--- config.mk ---
export PLATFORM = sky130hd
export DESIGN_NAME = coin_acceptor
export DESIGN_NICKNAME = d
export VERILOG_FILES = /design/src/rtl/coin_acceptor.sv
export SDC_FILE = /design/constraint.sdc
export NUM_CORES = 1
export LEC_CHECK = 0
export ABC_AREA = 1
export CAP_MARGIN = 15
export CORE_ASPECT_RATIO = 0.75
export CORE_MARGIN = 2
export CORE_UTILIZATION = 45
export DETAILED_ROUTE_END_ITERATION = 10
export GPL_TIMING_DRIVEN = 1
export PLACE_DENSITY = 0.71
export SLEW_MARGIN = 20
export SYNTH_ARGS = -nofsm -noshare
export SYNTH_HDL_FRONTEND = slang
export SYNTH_SLANG_ARGS = --single-unit
--- constraint.sdc ---
create_clock -name sys_clk -period 3.6 [get_ports sys_clk]
set_input_delay 0.9 -clock sys_clk [delete_from_list [all_inputs] [get_ports sys_clk]]
set_output_delay 0.9 -clock sys_clk [all_outputs]
set_load 0.01 [all_outputs]
--- src/rtl/coin_acceptor.sv ---
// rtl/coin_acceptor.sv - coin-slot front end: sync, debounce, per-coin queue, spaced single-cycle pulses
//
// Ports:
//   sys_clk        in   system clock
//   sys_rst_n      in   asynchronous active-low reset
//   coin_one_n     in   raw 1-yuan slot sensor, 0 = coin present, bounces
//   coin_half_n    in   raw 0.5-yuan slot sensor, 0 = coin present, bounces
//   po_money_one   out  one-cycle registered pulse per accepted 1-yuan coin
//   po_money_half  out  one-cycle registered pulse per accepted 0.5-yuan coin
`timescale 1ns/1ps

module coin_acceptor #(
    parameter logic [19:0] CNT_MAX = 20'd999_999,
    parameter logic [7:0]  GAP_CYC = 8'd1,
    parameter int          PEND_W  = 2
) (
    input  logic sys_clk,
    input  logic sys_rst_n,
    input  logic coin_one_n,
    input  logic coin_half_n,
    output logic po_money_one,
    output logic po_money_half
);

    // Slot indices used for the per-sensor arrays.
    localparam int ONE  = 0;
    localparam int HALF = 1;

    localparam logic [19:0] CNT_TOP = CNT_MAX - 20'd1;
    localparam logic [19:0] CNT_PRE = CNT_MAX - 20'd2;

    localparam logic [PEND_W-1:0] PEND_MAX = '1;
    localparam logic [PEND_W-1:0] PEND_INC = PEND_W'(1);

    localparam logic [1:0] ST_IDLE      = 2'd0;
    localparam logic [1:0] ST_EMIT_ONE  = 2'd1;
    localparam logic [1:0] ST_EMIT_HALF = 2'd2;
    localparam logic [1:0] ST_GAP       = 2'd3;

    localparam logic RR_ONE  = 1'b0;
    localparam logic RR_HALF = 1'b1;

    // ------------------------------------------------------------------
    // Synchroniser: two flops per sensor, released level = 1.
    // ------------------------------------------------------------------
    logic [1:0] coin_raw_n;
    logic [1:0] sync1_q, sync1_d;
    logic [1:0] sync2_q, sync2_d;

    assign coin_raw_n = {coin_half_n, coin_one_n};

    always_comb begin
        sync1_d = coin_raw_n;
        sync2_d = sync1_q;
    end

    // ------------------------------------------------------------------
    // Debounce: count consecutive low cycles of the synced level. The
    // counter parks at CNT_MAX-1, so det fires only once per low period;
    // any high cycle clears it and a fresh full-length low is required.
    // ------------------------------------------------------------------
    logic [19:0] cnt_q [2];
    logic [19:0] cnt_d [2];
    logic [1:0]  det_q, det_d;

    always_comb begin
        for (int i = 0; i < 2; i++) begin
            if (sync2_q[i]) begin
                cnt_d[i] = 20'd0;
            end else if (cnt_q[i] == CNT_TOP) begin
                cnt_d[i] = cnt_q[i];
            end else begin
                cnt_d[i] = cnt_q[i] + 20'd1;
            end
            // Registered, so det is high on the first cycle the count
            // sits at CNT_MAX-1.
            det_d[i] = ~sync2_q[i] && (cnt_q[i] == CNT_PRE);
        end
    end

    // ------------------------------------------------------------------
    // Pending counters and emit FSM.
    // ------------------------------------------------------------------
    logic [1:0]        state_q, state_d;
    logic [7:0]        gap_q, gap_d;
    logic              rr_last_q, rr_last_d;
    logic [PEND_W-1:0] pend_one_q, pend_one_d;
    logic [PEND_W-1:0] pend_half_q, pend_half_d;
    logic              po_one_q, po_one_d;
    logic              po_half_q, po_half_d;
    logic              req_one, req_half;
    logic              issue_one, issue_half;

    // A coin counts as issued on its EMIT cycle; a det landing on that
    // same cycle simply replaces it, and a det into a full queue is lost.
    function automatic logic [PEND_W-1:0] pend_next(
        input logic [PEND_W-1:0] cur,
        input logic              inc,
        input logic              dec
    );
        pend_next = cur;
        if (inc && !dec) begin
            if (cur != PEND_MAX) begin
                pend_next = cur + PEND_INC;
            end
        end else if (dec && !inc) begin
            if (cur != '0) begin
                pend_next = cur - PEND_INC;
            end
        end
    endfunction

    always_comb begin
        issue_one   = (state_q == ST_EMIT_ONE);
        issue_half  = (state_q == ST_EMIT_HALF);
        pend_one_d  = pend_next(pend_one_q, det_q[ONE], issue_one);
        pend_half_d = pend_next(pend_half_q, det_q[HALF], issue_half);
    end

    always_comb begin
        state_d   = state_q;
        gap_d     = gap_q;
        rr_last_d = rr_last_q;
        // A det arriving while idle is served at once; the counter picks
        // it up the same edge and the EMIT cycle takes it back out.
        req_one   = (pend_one_q != '0) || det_q[ONE];
        req_half  = (pend_half_q != '0) || det_q[HALF];

        case (state_q)
            ST_IDLE: begin
                if (req_one && (!req_half || rr_last_q == RR_HALF)) begin
                    state_d = ST_EMIT_ONE;
                end else if (req_half) begin
                    state_d = ST_EMIT_HALF;
                end
            end
            ST_EMIT_ONE: begin
                rr_last_d = RR_ONE;
                state_d   = ST_GAP;
                gap_d     = GAP_CYC;
            end
            ST_EMIT_HALF: begin
                rr_last_d = RR_HALF;
                state_d   = ST_GAP;
                gap_d     = GAP_CYC;
            end
            ST_GAP: begin
                // Stays here exactly GAP_CYC cycles.
                if (gap_q <= 8'd1) begin
                    state_d = ST_IDLE;
                    gap_d   = 8'd0;
                end else begin
                    gap_d = gap_q - 8'd1;
                end
            end
            default: begin
                state_d = ST_IDLE;
                gap_d   = 8'd0;
            end
        endcase

        // Outputs decoded from the next state so they are high exactly
        // while the FSM sits in an EMIT state.
        po_one_d  = (state_d == ST_EMIT_ONE);
        po_half_d = (state_d == ST_EMIT_HALF);
    end

    // ------------------------------------------------------------------
    // State registers.
    // ------------------------------------------------------------------
    always_ff @(posedge sys_clk or negedge sys_rst_n) begin
        if (!sys_rst_n) begin
            sync1_q     <= 2'b11;
            sync2_q     <= 2'b11;
            cnt_q[0]    <= 20'd0;
            cnt_q[1]    <= 20'd0;
            det_q       <= 2'b00;
            state_q     <= ST_IDLE;
            gap_q       <= 8'd0;
            rr_last_q   <= RR_HALF;
            pend_one_q  <= '0;
            pend_half_q <= '0;
            po_one_q    <= 1'b0;
            po_half_q   <= 1'b0;
        end else begin
            sync1_q     <= sync1_d;
            sync2_q     <= sync2_d;
            cnt_q[0]    <= cnt_d[0];
            cnt_q[1]    <= cnt_d[1];
            det_q       <= det_d;
            state_q     <= state_d;
            gap_q       <= gap_d;
            rr_last_q   <= rr_last_d;
            pend_one_q  <= pend_one_d;
            pend_half_q <= pend_half_d;
            po_one_q    <= po_one_d;
            po_half_q   <= po_half_d;
        end
    end

    assign po_money_one  = po_one_q;
    assign po_money_half = po_half_q;

endmodule

[Word-level counts from Yosys, hierarchy flattened]
Cells that the tools add are included.
Storage, ports and cells
  register bits: 63
  output and inout port bits: 2
  word-level logic and storage cells: 83
  bits of input ports: 4
Cells by class
  add/sub/neg operators: 7
  bitwise logic cells: 2
  reductions and logical operators: 27
  mux-type cells: 19
  magnitude comparators: 1
  equal/unequal tests: 15
Operators with widths (number)
  == test 20 bit (second input constant): 4
  two-way mux 20 bit: 4
  adder 20 x 1 -> 20 bit (second input constant): 2
  two-way mux 2 bit: 11
  case mux 8 bit (2 select lines): 1
  nonzero test 2 bit: 8
  <= comparator 8 x 1 -> 1 bit (second input constant): 1
  two-way mux 8 bit: 1
  inequality test 2 bit (second input constant): 4
  subtractor 8 x 1 -> 8 bit (second input constant): 1
  logical AND 1 bit: 7
  == test 2 bit (second input constant): 3
  case mux 2 bit (3 select lines): 1
  AND reduction 3 bit: 2
  zero test 1 bit: 5
  adder 2 x 1 -> 2 bit (second input constant): 2
  == test 2 x 1 -> 1 bit (second input constant): 2
  inequality test 2 x 1 -> 1 bit (second input constant): 2
  subtractor 2 x 1 -> 2 bit (second input constant): 2
  logical OR 1 bit: 3
  zero test 2 bit: 1
  inverter 1 bit: 2
  case mux 1 bit (2 select lines): 1
  OR reduction 2 bit: 1

[Logic depth before layout (Yosys ltp)]
Gate-level depths: netlist of the first run.
  word-level depth: 8
  depth in mapped cells: 10
  depth with buffers taken out: 10

[Least setup slack after synthesis of the first run]
Ideal clock, no wire load.
  path kind: register to register
  start point: register state_q[0]
  end point: register gap_q[6]
  arrival time: 1.296 ns
  path buffers: 0
  period minus slack after synthesis: 1.430 ns
  library setup time: 0.134 ns
  setup slack: 2.170 ns
  stages on the path, launching flop included: 8
  required time: 3.466 ns
  path through: dfrtp_1 -> inv_1 -> ha_1 -> inv_1 -> nand2_1 -> nor3_1 -> xor2_1 -> nor2_1
Between the ends
  cells in the longest elaborated chain, start to end: 3
  elaborated cells between the ends (all ways): 6
  those cells by class: eq/ne (3); mux (1); reduce/logical (2)
Ends and longest elaborated chain
  from (decl): line 84  | logic [1:0] state_q, state_d;
  from (signal assigned): line 191  | state_q <= state_d;
  == test 2 x 1 -> 1 bit / == test 2 bit (equally long branches): line 129  | case (state_q)
  OR reduction 2 bit (no source line)
  case mux 8 bit (2 select lines) / nonzero test 2 bit (equally long branches)
  to (signal assigned): line 192  | gap_q <= gap_d;
  to (decl): line 85  | logic [7:0] gap_q, gap_d;
Several ways; a longest one is shown, not always the timed one.
A chain may end at the register's enable or synchronous reset.

[Final worst setup path of the first run]
  start point: register po_half_q, in the netlist po_money_half
  end point: output port po_money_half
RTL lines
  from (decl): line 90  | logic po_half_q, po_half_d;
  from (signal assigned): line 197  | po_half_q <= po_half_d;
  to (decl): line 22  | output logic po_money_half
No word-level cell between the ends.

==> results of run 1 <==
## cell type report
type | instances | share of cell area (%)
timing repair buffer | 7 | 1.49
clock buffer | 12 | 3.61
inverter | 71 | 6.63
tap | 105 | 3.27
multi-input combinational | 364 | 44.5
sequential | 63 | 39.4
clock inverter | 4 | 1.12
## state kept, by name, summed over array words and instances, names as in the netlist
register	count
pend_one_q	2
det_q	2
gap_q	8
rr_last_q	1
po_money_half	1
pend_half_q	2
sync1_q	2
sync2_q	2
state_q	2
po_money_one	1
cnt_q	40
## power breakdown
part	leakage (nW)	internal [W]	switching [W]
Combinational	0.883	0.0000131	0.0000303
Clock	0.100	0.000336	0.000270
Sequential	0.858	0.000717	0.0000114
Total	1.84	0.00107	0.000311
## path summary, 6_finish.rpt
path / start / end / slack, ns
setup / recovery: po_money_half$_DFF_PN0_ / po_money_half / 1.50
hold / removal: sync1_q[1]$_DFF_PN1_ / sync2_q[1]$_DFF_PN1_ / 0.36
setup reg to reg: state_q[0]$_DFF_PN0_ / gap_q[5]$_DFFE_PN0N_ / 1.99
hold reg to reg: sync1_q[1]$_DFF_PN1_ / sync2_q[1]$_DFF_PN1_ / 0.36
max in group asynchronous: sys_rst_n / sync1_q[1]$_DFF_PN1_ / 2.41
min in group asynchronous: sys_rst_n / cnt_q[22]$_DFFE_PN0P_ / 0.45
## metrics by stage
stage | hold WS [ns] | cell area [sq um] | worst slack (ns)
4_1_cts | 0.357 | 4020 | 1.48
3_3_place_gp | 0.346 | 3830 | 1.87
6_report | 0.356 | 4020 | 1.50
3_5_place_dp | 0.347 | 3830 | 1.87
5_1_grt | 0.365 | 4020 | 1.46
2_1_floorplan | 0.345 | 3660 | 2.17
## cell usage in the layout (no fill, tap or decap), types with 2 or more instances in the layout
cell	instances
nor3_1	20
nor2_4	3
inv_1	68
a31oi_1	2
inv_2	3
o31ai_1	3
nor2_2	7
o21ai_0	15
clkbuf_1	2
clkbuf_8	10
or2_2	4
nor2b_1	2
nand3_1	25
nand2_1	127
nand4_1	11
clkinv_2	3
xor2_1	9
dfstp_2	5
nand4_2	2
a21oi_1	17
dfrtp_1	58
nand2_2	4
nor2_1	92
buf_4	2
ha_1	14
clkdlybuf4s50_1	4
## kinds of logic after synthesis
kind of cell	Yosys count	synth area share, %
AO/OA/AOI/OAI	39	5.70
flip-flops	63	43.2
buffers and inverters	75	8.06
XOR/XNOR	9	2.15
adder cells (fa/ha/maj)	14	4.78
AND/OR/NAND/NOR	302	36.1
## worst register-to-register path: stages, from the launching register on
cell	delay (ns)
dfrtp_1	0.41
inv_1	0.08
ha_1	0.28
inv_1	0.12
nand4_1	0.14
nor2_1	0.22
xor2_1	0.17
nor2_1	0.05
## metal layers
layer	vias up	share of wire, %
met5	-	0
met4	0	0.65
met3	4	4.3
met2	46	42
met1	1381	53
li1	1603	-
==> out/metrics.csv, run 1 <==
metric;value;unit
GR Util All Layers;17.8;%
CTS max path bufs;2;
Synth async-reset ratio;100;%
Routed WL per cell;11.2;microns
CTS Root Cell;clkbuf_8;
Worst EP required;2.70;ns
CTS tree;done;
clk slew on worst S/H paths;0.07;ns
final hold viol count;0;
Final #Nets;534;
Final Setup Violations;0;
met3 usage;5.57;%
slowest stage delay, CP;0.53;ns
fill count;772;
Yosys top cell area share;39.6;%
WP buf/inv;1;
outcome;completed;
critical path startpoint category;flip-flop;
setup TNS;0;ns
synthesized area;3660;sq um
grt met2 use;26.3;%
Synth area leader;dfrtp_1;
HPWL after DPL;5.28;mm
Slew Limit Fails;0;
DRC violation total after the first TritonRoute iteration;150;
Max FO, Critical Path;1;
worst-skew pair later-pin latency;0.35;ns
slew margin rel.;68.7;%
most used routing layer in global routing;met2;
Pleak;1.84;nW
Slowest cell on crit path;clkdlybuf4s50_1;
crit path time final;2.10;ns
I/O pin count;6;
area grow syn2layout;9.63;%
final core utilization;51.0;%
Multi-input gate area;1790;sq um
die outline area;8890;sq um
setup bufs post-CTS;0;
vias in the first global route;2747;
Seq/Total Area, Yosys;43.2;%
Yosys reg bits;63;
share of layout cells above drive strength 1;9.02;%
depth of the most critical reg-to-reg path;7;
placed insts;610;
Warnings, synthesis;0;
FF+latch area;1580;sq um
synth top area cells;dfrtp_1, nand2_1, nor2_1, inv_1, ha_1;
TritonCTS Buffers;9;
H-tree depth;3;
max cap viols;0;
skew final;0.0111;ns
RSZ-0062 raised after global routing;no;
CTS resizes;0;
Synth Instances;502;
Synth Flop Type;dfrtp_1;
num rows;28;
cell depth of the worst setup path;1;
Hold WC Path Type;reg -> reg;
core area;7880;sq um
fin crit share;58.3;%
Power Total;0.00138;W
PwrDens;343;nW/um^2
GP Congestion;0.894;
via count;3034;
syn nets;520;
drt first pass iters;4;
Post-synth EDFFs;0;
met1 GRT Util;25.1;%
worst slew pin tran;0.470;ns
critical path arrival;1.20;ns
Synth cell types;30;
most numerous cell in the Yosys netlist;nand2_1;
Die Span Y;82.2;microns
die span in x;108;microns
via-per-instance ratio;4.85;
diode count;0;
clock sink count;63;
number of remaining DRC errors;0;
Overflow after GRT;0;
Final ANT Viol Nets;0;
CTS Hold Bufs;0;
kind of critical path;reg -> out;
Non-Filler Instances;626;
largest net degree at the start of global routing;31;
global-route wire length before repair;12.3;mm
worst path cell trace;clkdlybuf4s50_1;
Initial Utilization;46.5;%
Worst Hold Path Cells;0;
family with the most delay on the worst path;buffers and inverters;
peak supply drop;0.286;mV
antenna violations before repair;0;
routed wire length;7.03;mm
top cells by count, synth;nand2_1, nor2_1, inv_1;
average instance area after synthesis;7.30;sq um
critical path capture point type;primary output;
port bufs;5;
fmax;477;MHz
No activity file was read; power rests on OpenSTA's default activity.
==> run 2: changes to the inputs <==
clock period = 2.19 ns   (was 3.6 ns; I/O delays follow)
==> run 2 against run 1 <==
Final cell count decreased by 0.16%. Core utilization grew 0.35 points. Critical path depth did not move. First-iteration DRC count is 29% higher. Register-to-register slack worse by 1.4 ns. Clock power increased by 80%. Combinational power up 71%. Total power up 72%. Setup slack worse by 1.0 ns.
==> out/metrics.csv, run 2 (synthesized netlist as in run 1, its figures left out) <==
metric;value;unit;change
drt first pass iters;7;;was 4
area grow syn2layout;10.4;%;was 9.63%
via-per-instance ratio;4.95;;was 4.85
sw frac;22.2;%;was 22.6%
DRC violation total after the first TritonRoute iteration;193;;was 150
Final #Nets;533;;was 534
number of remaining DRC errors;0;;unchanged
final hold viol count;0;;unchanged
Die Span Y;82.2;microns;unchanged
peak supply drop;0.469;mV;was 0.286 mV
slowest stage delay, CP;0.53;ns;about the same
Regs by FF count;cnt_q: 40 flops, gap_q: 8 flops;;unchanged
family with the most delay on the worst path;buffers and inverters;;unchanged
CTS Root Cell;clkbuf_8;;unchanged
Slew Limit Fails;0;;unchanged
critical path startpoint category;flip-flop;;unchanged
H-tree depth;3;;unchanged
Reg with most FFs;cnt_q;;unchanged
largest net degree at the start of global routing;64;;was 31
fmax;576;MHz;
die outline area;8890;sq um;unchanged
HPWL after DPL;5.43;mm;was 5.28 mm
die span in x;108;microns;unchanged
Hold WC Path Type;in -> async;;was reg -> reg
worst slew pin tran;0.469;ns;was 0.470 ns
clock sink count;63;;unchanged
TritonCTS Buffers;9;;unchanged
routed wire length;7.32;mm;was 7.03 mm
skew final;0.00467;ns;was 0.0111 ns
Final Setup Violations;0;;unchanged
Worst EP required;1.64;ns;was 2.70 ns
via count;3096;;was 3034
diode count;0;;unchanged
GR Util All Layers;18.5;%;was 17.8%
pre-CTS WS;0.587;ns;was 1.87 ns
commonest non-fill, non-tap cell in the layout;nand2_1;;unchanged
outcome;completed;;unchanged
critical path capture point type;primary output;;unchanged
Reg power frac;50.7;%;was 52.9%
CTS max path bufs;2;;unchanged
antenna violations before repair;0;;unchanged
Initial Utilization;46.5;%;unchanged
worst-skew pair later-pin latency;0.34;ns;was 0.35 ns
setup TNS;0;ns;unchanged
max cap viols;0;;unchanged
Largest register FFs;40;;unchanged
Final WS setup;0.453;ns;was 1.50 ns
num rows;28;;unchanged
most frequent cells in the layout;nand2_1, nor2_1, inv_1, dfrtp_1, nand3_1;;unchanged
flop2flop setup slack;0.58;ns;was 1.99 ns
share of layout cells above drive strength 1;9.04;%;was 9.02%
global-route wire length before repair;12.7;mm;was 12.3 mm
GP Congestion;0.943;;was 0.894
clock network fraction of total power;46.1;%;was 43.9%
vias in the first global route;2858;;was 2747
core area;7880;sq um;unchanged
Int Pwr;0.00184;W;was 0.00107 W
worst path cell trace;clkdlybuf4s50_1;;unchanged
hold_ws;0.205;ns;was 0.356 ns
Max FO, Critical Path;1;;unchanged
fin crit share;79.3;%;
Pleak;1.84;nW;about the same
PwrDens;584;nW/um^2;was 343 nW/um^2
RSZ-0062 raised after global routing;no;;unchanged
Overflow after GRT;0;;unchanged
critical path arrival;1.19;ns;was 1.20 ns
Slowest cell on crit path;clkdlybuf4s50_1;;unchanged
CTS Hold Bufs;0;;unchanged
Final ANT Viol Nets;0;;unchanged
slew margin rel.;68.7;%;about the same
Routed WL per cell;11.7;microns;was 11.2 microns
crit path time final;1.74;ns;
kind of critical path;reg -> out;;unchanged
WP buf/inv;1;;unchanged
CTS tree;done;;unchanged
Power Total;0.00236;W;was 0.00138 W
CTS resizes;0;;unchanged
Sw Pwr;0.000524;W;was 0.000311 W
clk slew on worst S/H paths;0.07;ns;about the same
Logic pwr share;3.1;%;about the same
I/O pin count;6;;unchanged
port bufs;5;;unchanged
setup bufs post-CTS;0;;unchanged
[run 2: cell count changes in the layout (fill, tap and decap cells not counted), sizes merged]
cell,delta
clkbuf,-2
clkinvlp,+2
buf,-1
bufinv,+1
clkinv,-1
[run 2: routing by layer]
metal	track usage [%]	share of wire (%)
met5	0	0
met4	5.51	0.98
met3	5.49	5.3
met2	28.7	43
met1	25.2	50
[run 2: area by class of cell]
cell class              instances  area, sq um
clock buffers                  10          128
clock inverters                 6         85.1
fillers                       749         3840
inverters                      71          267
multi-input cells             364         1790
flip-flops and latches         63         1580
well taps                     105          131
repair buffers                  6         65.1
[run 2: stage by stage]
stage / instances / util, % / cell area [sq um]
after detailed placement: 609 / 48.6 / 3830
after CTS: 625 / 51.3 / 4050
after global routing: 625 / 51.3 / 4050
after floorplan: 502 / - / 3660
after global placement: 609 / 48.6 / 3830
final: 625 / 51.3 / 4050
[run 2: final timing paths]
check                                       start                     to  cells after the start
max                        po_money_one$_DFF_PN0_           po_money_one                      1
min                                     sys_rst_n  cnt_q[31]$_DFFE_PN0P_                      2
max reg2reg                  gap_q[0]$_DFFE_PN0N_   gap_q[3]$_DFFE_PN0N_                      7
min reg2reg                  sync1_q[1]$_DFF_PN1_   sync2_q[1]$_DFF_PN1_                      0
max in group asynchronous               sys_rst_n   sync2_q[1]$_DFF_PN1_                      2
min in group sys_clk         sync1_q[1]$_DFF_PN1_   sync2_q[1]$_DFF_PN1_                      0
[run 2: power groups by stage]
stage / sequential [W] / clock, W / combinational, W
after floorplan: 0.00121 / 0 / 0.0000438
after global placement: 0.00122 / 0 / 0.0000757
after detailed placement: 0.00122 / 0 / 0.0000779
after CTS: 0.00120 / 0.00113 / 0.0000780
after global routing: 0.00120 / 0.00118 / 0.0000880
final: 0.00120 / 0.00109 / 0.0000743
[run 2: worst reg2reg max path, cell delays in order, from the launching register on]
cell,delay (ns)
dfrtp_1,0.39
inv_1,0.11
ha_1,0.19
nor2_1,0.06
nor2_1,0.09
nand2_1,0.13
a21oi_1,0.41
nor2_1,0.10
==> run 3: changes to the inputs <==
clock period = 1.6 ns   (was 2.19 ns; I/O delays follow)
==> run 3 against run 2 <==
Highest routed layer unchanged. First-iteration DRC count up 48%. Sequential share of layout area is 1.1 points lower. Final cell count up 2.1%. Critical endpoint is now gap_q[6]$_DFFE_PN0N_. Hold slack got worse by 0.17 ns. Sequential cell count unchanged. Non-clock buffer count is 13 higher. Sequential power grew 36%. Critical path depth is 6 higher. Setup slack worse by 0.33 ns. Core utilization up 1.5 points. Global-route usage increased by 0.70 points. Largest cell class unchanged. Wire length grew 1.6%. Largest power group unchanged.
==> out/metrics.csv, run 3 (synthesized netlist as in run 1, its figures left out) <==
metric;value;unit;change
port bufs;5;;unchanged
TritonCTS Buffers;9;;unchanged
vias in the first global route;3006;;was 2858
most frequent cells in the layout;nand2_1, nor2_1, inv_1, dfrtp_1, nand3_1;;unchanged
Slowest cell on crit path;dfrtp_1;;was clkdlybuf4s50_1
global-route wire length before repair;13.2;mm;was 12.7 mm
core area;7880;sq um;unchanged
depth of the most critical reg-to-reg path;7;;unchanged
largest net degree at the start of global routing;64;;unchanged
clk slew on worst S/H paths;0.07;ns;about the same
GR Util All Layers;19.2;%;was 18.5%
Final ANT Viol Nets;0;;unchanged
cell mode on critical path;inv_1;;
Worst EP required;1.85;ns;was 1.64 ns
Final WS setup;0.120;ns;was 0.453 ns
slew margin rel.;68.1;%;was 68.7%
CTS tree;done;;unchanged
Die Span Y;82.2;microns;unchanged
RSZ-0062 raised after global routing;yes;;was no
DRC violation total after the first TritonRoute iteration;285;;was 193
PwrDens;771;nW/um^2;was 584 nW/um^2
share of layout cells above drive strength 1;13.1;%;was 9.04%
peak supply drop;0.640;mV;was 0.469 mV
commonest non-fill, non-tap cell in the layout;nand2_1;;unchanged
I/O pin count;6;;unchanged
drt first pass iters;5;;was 7
Final Setup Violations;0;;unchanged
Initial Utilization;46.5;%;unchanged
hold_ws;0.0358;ns;was 0.205 ns
max cap viols;0;;unchanged
die span in x;108;microns;unchanged
slowest stage delay, CP;0.39;ns;was 0.53 ns
area grow syn2layout;13.7;%;was 10.4%
Hold WC Path Type;in -> async;;unchanged
fmax;676;MHz;
via count;3205;;was 3096
CTS Root Cell;clkbuf_8;;unchanged
crit path time final;1.48;ns;
r2r endpoint;gap_q[6]$_DFFE_PN0N_;;was gap_q[3]$_DFFE_PN0N_
critical path startpoint category;flip-flop;;unchanged
kind of critical path;reg -> reg;;was reg -> out
critical path capture point type;flip-flop;;was primary output
antenna violations before repair;0;;unchanged
final hold viol count;0;;unchanged
fin crit share;92.5;%;
diode count;0;;unchanged
Non-Filler Instances;638;;was 625
Largest register FFs;40;;unchanged
Regs by FF count;cnt_q: 40 flops, gap_q: 8 flops;;unchanged
HPWL after DPL;5.35;mm;was 5.43 mm
clock sink count;63;;unchanged
CTS max path bufs;2;;unchanged
num rows;28;;unchanged
placed insts;618;;was 609
Slew Limit Fails;0;;unchanged
worst reg2reg path startpoint;state_q[1]$_DFF_PN0_;;was gap_q[0]$_DFFE_PN0N_
number of remaining DRC errors;0;;unchanged
Reg with most FFs;cnt_q;;unchanged
outcome;completed;;unchanged
Routed WL per cell;11.7;microns;about the same
H-tree depth;3;;unchanged
Max FO, Critical Path;4;;was 1
skew final;0.00595;ns;was 0.00467 ns
pre-CTS WS;0.0799;ns;was 0.587 ns
worst-skew pair later-pin latency;0.35;ns;was 0.34 ns
via-per-instance ratio;5.02;;was 4.95
critical path arrival;1.73;ns;was 1.19 ns
Overflow after GRT;0;;unchanged
worst slew pin tran;0.477;ns;was 0.469 ns
flop2flop setup slack;0.12;ns;was 0.58 ns
routed wire length;7.43;mm;was 7.32 mm
die outline area;8890;sq um;unchanged
Pleak;1.92;nW;was 1.84 nW
GP Congestion;0.888;;was 0.943
worst path cell trace;inv_1, ha_1, inv_1, nand2_1, nor3_1, xor2_1, nor2_1;;was clkdlybuf4s50_1
Final #Nets;546;;was 533
-- run 3: cell count changes in the layout (fill, tap and decap cells not counted), moves of 2 or more --
cell,before,now
buf_4,0,13
clkbuf_8,9,12
clkdlybuf4s50_1,4,2
clkinvlp_4,2,0
dlygate4sd2_1,0,2
ha_1,14,12
ha_2,0,2
nor2_1,92,87
nor2_2,7,11
-- run 3: per-stage QoR --
stage / power [W] / utilization, % / TNS, ns / cell area [sq um]
floorplan: 0.00172 / - / 0 / 3660
global placement: 0.00178 / 49.5 / 0 / 3900
global route: 0.00334 / 52.8 / -0.0188 / 4170
finish: 0.00321 / 52.8 / 0 / 4170
detailed placement: 0.00178 / 49.5 / 0 / 3900
CTS: 0.00324 / 52.1 / 0 / 4110
-- run 3: worst max path at each step --
stage / endpoint / startpoint
2_1_floorplan: gap_q[6]$_DFFE_PN0N_ / state_q[0]$_DFF_PN0_
3_3_place_gp: cnt_q[6]$_DFFE_PN0P_ / cnt_q[0]$_DFFE_PN0P_
3_5_place_dp: cnt_q[6]$_DFFE_PN0P_ / cnt_q[0]$_DFFE_PN0P_
4_1_cts: cnt_q[16]$_DFFE_PN0P_ / cnt_q[0]$_DFFE_PN0P_
5_1_grt: gap_q[6]$_DFFE_PN0N_ / state_q[1]$_DFF_PN0_
6_report: gap_q[6]$_DFFE_PN0N_ / state_q[1]$_DFF_PN0_
-- run 3: timing repair --
item,4_1_cts,5_1_grt
setup buffers,0,4
pin swaps,0,1
resized for setup,2,12
endpoints found under the setup margin,2,16
hold buffers,0,0
hold endpoints to repair,0,0
-- run 3: layout make-up --
class | count | area [sq um]
fill | 753 | 3720
multi-input combinational | 364 | 1810
sequential | 63 | 1580
inverter | 71 | 267
clock buffer | 13 | 169
timing repair buffer | 19 | 160
tap | 105 | 131
clock inverter | 3 | 40.0
-- run 3: where the power goes --
part | switching, W | internal (W)
clock network | 0.000607 | 0.000842
registers | 0.0000173 | 0.00161
logic | 0.0000845 | 0.0000452
total | 0.000709 | 0.00250
-- run 3: routing by layer --
metal	wire length [microns]	vias to the layer above	global-route usage (%)	part of all wire, %
li1	-	1634	-	-
met1	3650	1489	25.7	49
met2	3270	68	29.2	44
met3	381	14	5.57	5.1
met4	135	0	8.21	1.8
met5	0	-	0	0
-- run 3: critical path, delay by kind of cell, from the launching register on --
kind	cells	cell delay, ns
xor+xnor	1	0.17
fa+ha+maj	1	0.20
buf+inv	2	0.18
flops	1	0.39
simple gates	3	0.43
